===== config.mk =====
export PLATFORM = sky130hd
export DESIGN_NAME = pool2x2_relu
export DESIGN_NICKNAME = d
export VERILOG_FILES = /design/src/rtl/pool2x2_relu.sv
export SDC_FILE = /design/constraint.sdc
export NUM_CORES = 1
export LEC_CHECK = 0
export ABC_AREA = 1
export BUFFER_PORTS_ARGS = -buffer_cell sky130_fd_sc_hd__buf_2
export CAP_MARGIN = 5
export CORE_MARGIN = 3
export CORE_UTILIZATION = 50
export DETAILED_ROUTE_END_ITERATION = 6
export GPL_ROUTABILITY_DRIVEN = 0
export PLACE_DENSITY = 0.69
export SYNTH_ARGS = -nofsm -noshare
export SYNTH_HDL_FRONTEND = slang
export SYNTH_SLANG_ARGS = --single-unit

===== constraint.sdc =====
create_clock -name clk -period 7.6 [get_ports clk]
set_clock_uncertainty 0.2 [all_clocks]
set_input_delay 1.14 -clock clk [delete_from_list [all_inputs] [get_ports clk]]
set_output_delay 1.14 -clock clk [all_outputs]
set_load 0.02 [all_outputs]

===== src/rtl/pool2x2_relu.sv =====
// Streaming 2x2 stride-2 max-pool with optional ReLU clamp on the input side.
// One half-row line buffer carries pair maxima from even rows to odd rows.
module pool2x2_relu #(
  parameter int map_width     = 8,
  parameter int total_bits    = 16,
  parameter int fraction_bits = 12,
  parameter bit relu_en       = 1'b1
) (
  input  logic                  clk,
  input  logic                  reset,
  input  logic [total_bits-1:0] in_data,
  input  logic                  in_valid,
  output logic [total_bits-1:0] out_data,
  output logic                  out_valid,
  output logic                  frame_done
);

  localparam int half   = map_width / 2;
  localparam int cnt_w  = (map_width > 2) ? $clog2(map_width) : 1;
  localparam int lb_aw  = (half > 1) ? $clog2(half) : 1;
  localparam bit odd_map = (map_width % 2) == 1;
  localparam logic [cnt_w-1:0] last_idx = cnt_w'(map_width - 1);

  typedef logic [total_bits-1:0] word_t;

  function automatic word_t smax(input word_t a, input word_t b);
    return ($signed(a) > $signed(b)) ? a : b;
  endfunction

  logic [cnt_w-1:0] col, row;
  word_t            h;
  word_t            line_buf [half];
  word_t            x, pair, lb_rd;
  logic [lb_aw-1:0] lb_idx;
  logic             last_col, last_row, in_window, pair_done;

  assign x         = (relu_en && in_data[total_bits-1]) ? '0 : in_data;
  assign pair      = smax(h, x);
  assign last_col  = (col == last_idx);
  assign last_row  = (row == last_idx);
  // With an odd width the trailing column/row never completes a window.
  assign in_window = !(odd_map && (last_col || last_row));
  assign pair_done = in_valid && col[0] && in_window;
  assign lb_idx    = lb_aw'(col >> 1);
  assign lb_rd     = line_buf[lb_idx];

  always_ff @(posedge clk or posedge reset) begin
    if (reset) begin
      col        <= '0;
      row        <= '0;
      h          <= '0;
      out_data   <= '0;
      out_valid  <= 1'b0;
      frame_done <= 1'b0;
    end else begin
      out_valid  <= 1'b0;
      frame_done <= 1'b0;
      if (in_valid) begin
        if (!col[0]) h <= x;
        if (pair_done && row[0]) begin
          out_data  <= smax(lb_rd, pair);
          out_valid <= 1'b1;
        end
        if (last_col) begin
          col <= '0;
          if (last_row) begin
            row        <= '0;
            frame_done <= 1'b1;
          end else begin
            row <= row + 1'b1;
          end
        end else begin
          col <= col + 1'b1;
        end
      end
    end
  end

  // Every entry is rewritten on an even row before an odd row reads it, so no reset.
  always_ff @(posedge clk) begin
    if (pair_done && !row[0]) line_buf[lb_idx] <= pair;
  end

endmodule


# == Word-level counts from Yosys, hierarchy flattened ==
# Memories as Yosys holds them, arrays and structs flattened.
# Cells that the tools add are included.
# totals
wordCells,33
register_bits,40
out_inout_bits,18
n_memories,1
ram_bits,64
# memory_table
name,depth,word_bits,rd,rd_clocked_by_memory_dff,write_ports,line,text
line_buf,4,16,1,0,1,32,word_t line_buf [half];
# classes
eq_ne,2
reduce_logical,7
magnitude_cmp,2
bitwise_logic,1
add_sub_neg,2
mux,12
# ops
operator,n
$gt A16 B16 Y1,2
$mux W16,2
$mux W15,1
$mux W1,7
$add A3 B1 Y3 const B,2
$eq A3 B3 Y1 const B,2
$mux W3,2
$reduce_and A2 Y1,3
$logic_and A1 B1 Y1,3
$logic_not A1 Y1,1
$not A1 Y1,1

# == Logic depth before layout (Yosys ltp) ==
# depth
ltp_word,5
depth_mapped,28

# == Worst setup path before layout ==
# OpenSTA, ideal clock, no wires.
# synth_timing
path_kind,in2reg
start,input port in_data[15]
end,register out_data[0]
setup_slack_ps,3154
required_time_ps,7284
cell_stages,27
t_arrival_ps,4129
n_path_buf,3
cell_sequence,inv_1 clkbuf_1 nand2_1 ha_1 nand2_1 inv_1 nand2_1 nand2_1 a21oi_2 nand2_4 nand2_4 buf_12 nand2_4 nand2_1 inv_1 ha_1 nand2_1 inv_2 nand2_1 nand2_1 a21oi_1 nand2_2 nand2_2 buf_4 nand3_2 nand2_1 nand2_1
# synth_via
elab_chain_cells,5
# synth_lines
item,line,text
start: declaration,11,"input logic [total_bits-1:0] in_data,"
$mux W15 *,37,assign x = (relu_en && in_data[total_bits-1]) ? '0 : in_data;
$gt A16 B16 Y1,27,return ($signed(a) > $signed(b)) ? a : b;
$mux W16 *,27,
via pair[14],33,"word_t x, pair, lb_rd;"
$gt A16 B16 Y1 *,27,
$mux W16 *,27,
end signal: assignment,61,"out_data <= smax(lb_rd, pair);"
end: declaration,13,"output logic [total_bits-1:0] out_data,"
# Mark *: on every way through the listed nets, which the timed path passes. The rest lies on a longest branch.
# A chain may end at the register's enable or synchronous reset.

# == Worst setup path after layout ==
# layout_timing
start,input port in_data[15]
end,register out_data[11]
# The elaborated chain is that of the path after synthesis.

==> results.sh <==
export IMPL_outcome="finished, final reports clean"
export IMPL_cts_repair_resize_count=0
export IMPL_synthAdderAreaFrac_pct=7.80
export IMPL_finalSetupViolCount=0
export IMPL_cts_root_buf="clkbuf_8"
export IMPL_max_freq_ghz=0.196
export IMPL_n_antenna_cell=0
export IMPL_portBuffers=35
export IMPL_io_pins=37
export IMPL_synth_compound_area_share_pct=3.65
export IMPL_reg2reg_from="h[4]$_DFFE_PP0P_"
export IMPL_drtIter0Drc=260
export IMPL_hold_path_class="flop to flop"
export IMPL_cts_path_max_buffers=2
export IMPL_clock_latency_ps=370
export IMPL_grt_max_degree=39
export IMPL_cts_tree="built"
export IMPL_totalWireLength_um=11900
export IMPL_firstDrtPassIters=5
export IMPL_synthFlopType="edfxtp_1"
export IMPL_multiInputGateArea_um2=2220
export IMPL_clkSinkCount=98
export IMPL_die_area_um2=12200
export IMPL_yosysUniqueCellTypes=27
export IMPL_overflow=0
export IMPL_required_ps=7670
export IMPL_post_route_cells_drive_above_1_share_pct=14.2
export IMPL_die_w_um=110
export IMPL_critical_path_arrival_ps=5160
export IMPL_seq_area_um2=2750
export IMPL_wl_per_cell_um=14.8
export IMPL_clk_pin_slew_ps=90
export IMPL_mostFrequentLayoutCells="nand2_1, inv_1, edfxtp_1, nor2_1, nand3_1"
export IMPL_synth_top_family_by_area="simple AND/OR/NAND/NOR gates"
export IMPL_num_vias=4081
export IMPL_dpl_hpwl_um=9050
export IMPL_grt_util_all_layers_pct=20.2
export IMPL_drc=0
export IMPL_cap_violations=0
export IMPL_cts_htree_levels=3
export IMPL_dp_cells=789
export IMPL_hold_buffers=0
export IMPL_cp_slowest_cell="nand2_4"
export IMPL_hold_violations=0
export IMPL_startpoint="in_data[15]"
export IMPL_cts_buffers_inserted=9
export IMPL_syn_area_per_cell_um2=8.63
export IMPL_fin_nets=717
export IMPL_postCtsSetupBuffers=0
export IMPL_grt_pass1_vias=3952
export IMPL_ys_seq_area_share_pct=50.5
export IMPL_ys_warn_count=0
export IMPL_antenna_found_initial=0
export IMPL_fill_cells=988
export IMPL_fin_crit_sh_pct=67.1
export IMPL_min_delay_start="out_data[3]$_DFFE_PP0P_"
export IMPL_crit_chain="buf_2, inv_1, nand2_1, ha_1, nand4_1, nor2_1, nand4_2, nand2_4, nand2_4, nand2_1, inv_1, ha_1, nand4_1, nor2_1, nand4_2, nand2_2, nand3_1, nand2_1, nand2_1"
export IMPL_core_um2=10500
export IMPL_fin_util_pct=56.7
export IMPL_vias_per_cell=5.08
export IMPL_crit_type="input pin to flop"
export IMPL_cp_buffers_inverters=3
export IMPL_ir_drop_v=0.000227
export IMPL_cpPeakStageDelay_ps=450
export IMPL_endpoint_kind="flop"
export IMPL_synth_mux_area_fraction_pct=0.413
export IMPL_post_route_min_period_ps=5100
export IMPL_synth_simple_area_share_pct=28.7
export IMPL_tightest_slew_ps=933
export IMPL_async_flop_share_pct=38.8
export IMPL_leakagePower_nw=3.11
export IMPL_start_util_pct=52.1
export IMPL_startpoint_type="input pin"
export IMPL_area_growth_pct=8.74
export IMPL_rsz0062_at_grt="false"
export IMPL_cp_max_fo=16
export IMPL_ant_nets=0
export IMPL_synth_edf_count=60
export IMPL_cp_top_family="simple AND/OR/NAND/NOR gates"
export IMPL_syn_nets=685
export IMPL_synth_xor_area_share_pct=0
export IMPL_final_common_cell="nand2_1"
export IMPL_finalMaxSlewViolations=0
export IMPL_power_density_nw_per_um2=460
export IMPL_rows=37
export IMPL_setup_tns_ps=0
export IMPL_syn_instance_count=632
export IMPL_netlist_area_um2=5450
export IMPL_ys_ff_latch=98
export IMPL_final_cells=804
export IMPL_total_power_mw=2.73
export IMPL_crit_top_cell="nand2_1"
export IMPL_fp_dieH_um=110
export IMPL_grt_pass1_wl_um=19800
export IMPL_relSlewSlack_pct=37.7
registers in the layout, summed over array words and instances (netlist names):
register / count
col: 3
frame_done: 1
h: 15
line_buf: 60
out_data: 15
out_valid: 1
row: 3
cell families after synthesis:
family / after synthesis
fa+ha+maj: 34
compound gates: 39
flops: 98
other cells: 1
mux: 2
simple gates: 343
buf+inv: 115
per-stage QoR:
stage               hold slack [ps]  setup WS, ps  cell area, um^2
finish                          278          2500             5930
global route                    311          2100             5930
CTS                             285          2490             5930
detailed placement              260          2090             5720
global placement                261          2180             5720
floorplan                       284          3150             5450
synthesized netlist by cell type, types with 4 or more instances:
cell type / count / share of area, %
nor3_1: 7 / 0.64
nand4_1: 4 / 0.46
nor2_1: 49 / 3.4
nand2_4: 14 / 2.9
edfxtp_1: 60 / 33
ha_1: 34 / 7.8
a21oi_1: 35 / 3.2
clkbuf_1: 6 / 0.41
nand2_1: 207 / 14
buf_2: 6 / 0.55
dfrtp_1: 38 / 17
inv_1: 90 / 6.2
inv_2: 5 / 0.34
buf_4: 4 / 0.55
nand3_2: 10 / 1.8
nand3_1: 44 / 4.0
final timing paths:
path | to | slack [ps] | cells after the start
setup reg to reg | out_data[11]$_DFFE_PP0P_ | 3430 | 16
hold / removal | out_data[3]$_DFFE_PP0P_ | 280 | 2
setup / recovery | out_data[11]$_DFFE_PP0P_ | 2500 | 19
max in group asynchronous | out_data[4]$_DFFE_PP0P_ | 6180 | 3
min in group asynchronous | row[1]$_DFFE_PP0P_ | 660 | 3
hold reg to reg | out_data[3]$_DFFE_PP0P_ | 280 | 2
per-layer routing:
layer | vias up | share of wire (%) | GRT usage (%) | wire length, um
met4 | 0 | 1.5 | 6.65 | 177
met1 | 1912 | 47 | 27.6 | 5650
met3 | 13 | 3.6 | 2.08 | 434
met2 | 88 | 47 | 33.8 | 5640
met5 | - | 0 | 0 | 0
li1 | 2068 | - | - | -
worst register-to-register path: stages, from the launching register on:
cell and delay, ps:
dfrtp_1 420, ha_1 350, nand4_1 110, nor2_1 190, nand4_2 380, nand2_4 450
nand2_4 80, nand2_1 210, inv_1 80, ha_1 300, nand4_1 90, nor2_1 140
nand4_2 320, nand2_2 460, nand3_1 130, nand2_1 100, nand2_1 60
final cells by class:
cell class | count | area share, %
Tap cell | 136 | 2.87
Sequential cell | 98 | 46.4
Clock inverter | 5 | 1.35
Timing Repair Buffer | 41 | 3.71
Inverter | 95 | 6.02
Clock buffer | 10 | 2.15
Multi-Input combinational cell | 419 | 37.5
where the power goes:
group | internal [mW] | switching, mW | leakage (nW)
Combinational | 0.492 | 1.02 | 2.01
Clock | 0.183 | 0.179 | 0.100
Sequential | 0.763 | 0.0959 | 1.01
(Power assumes the default switching activity.)
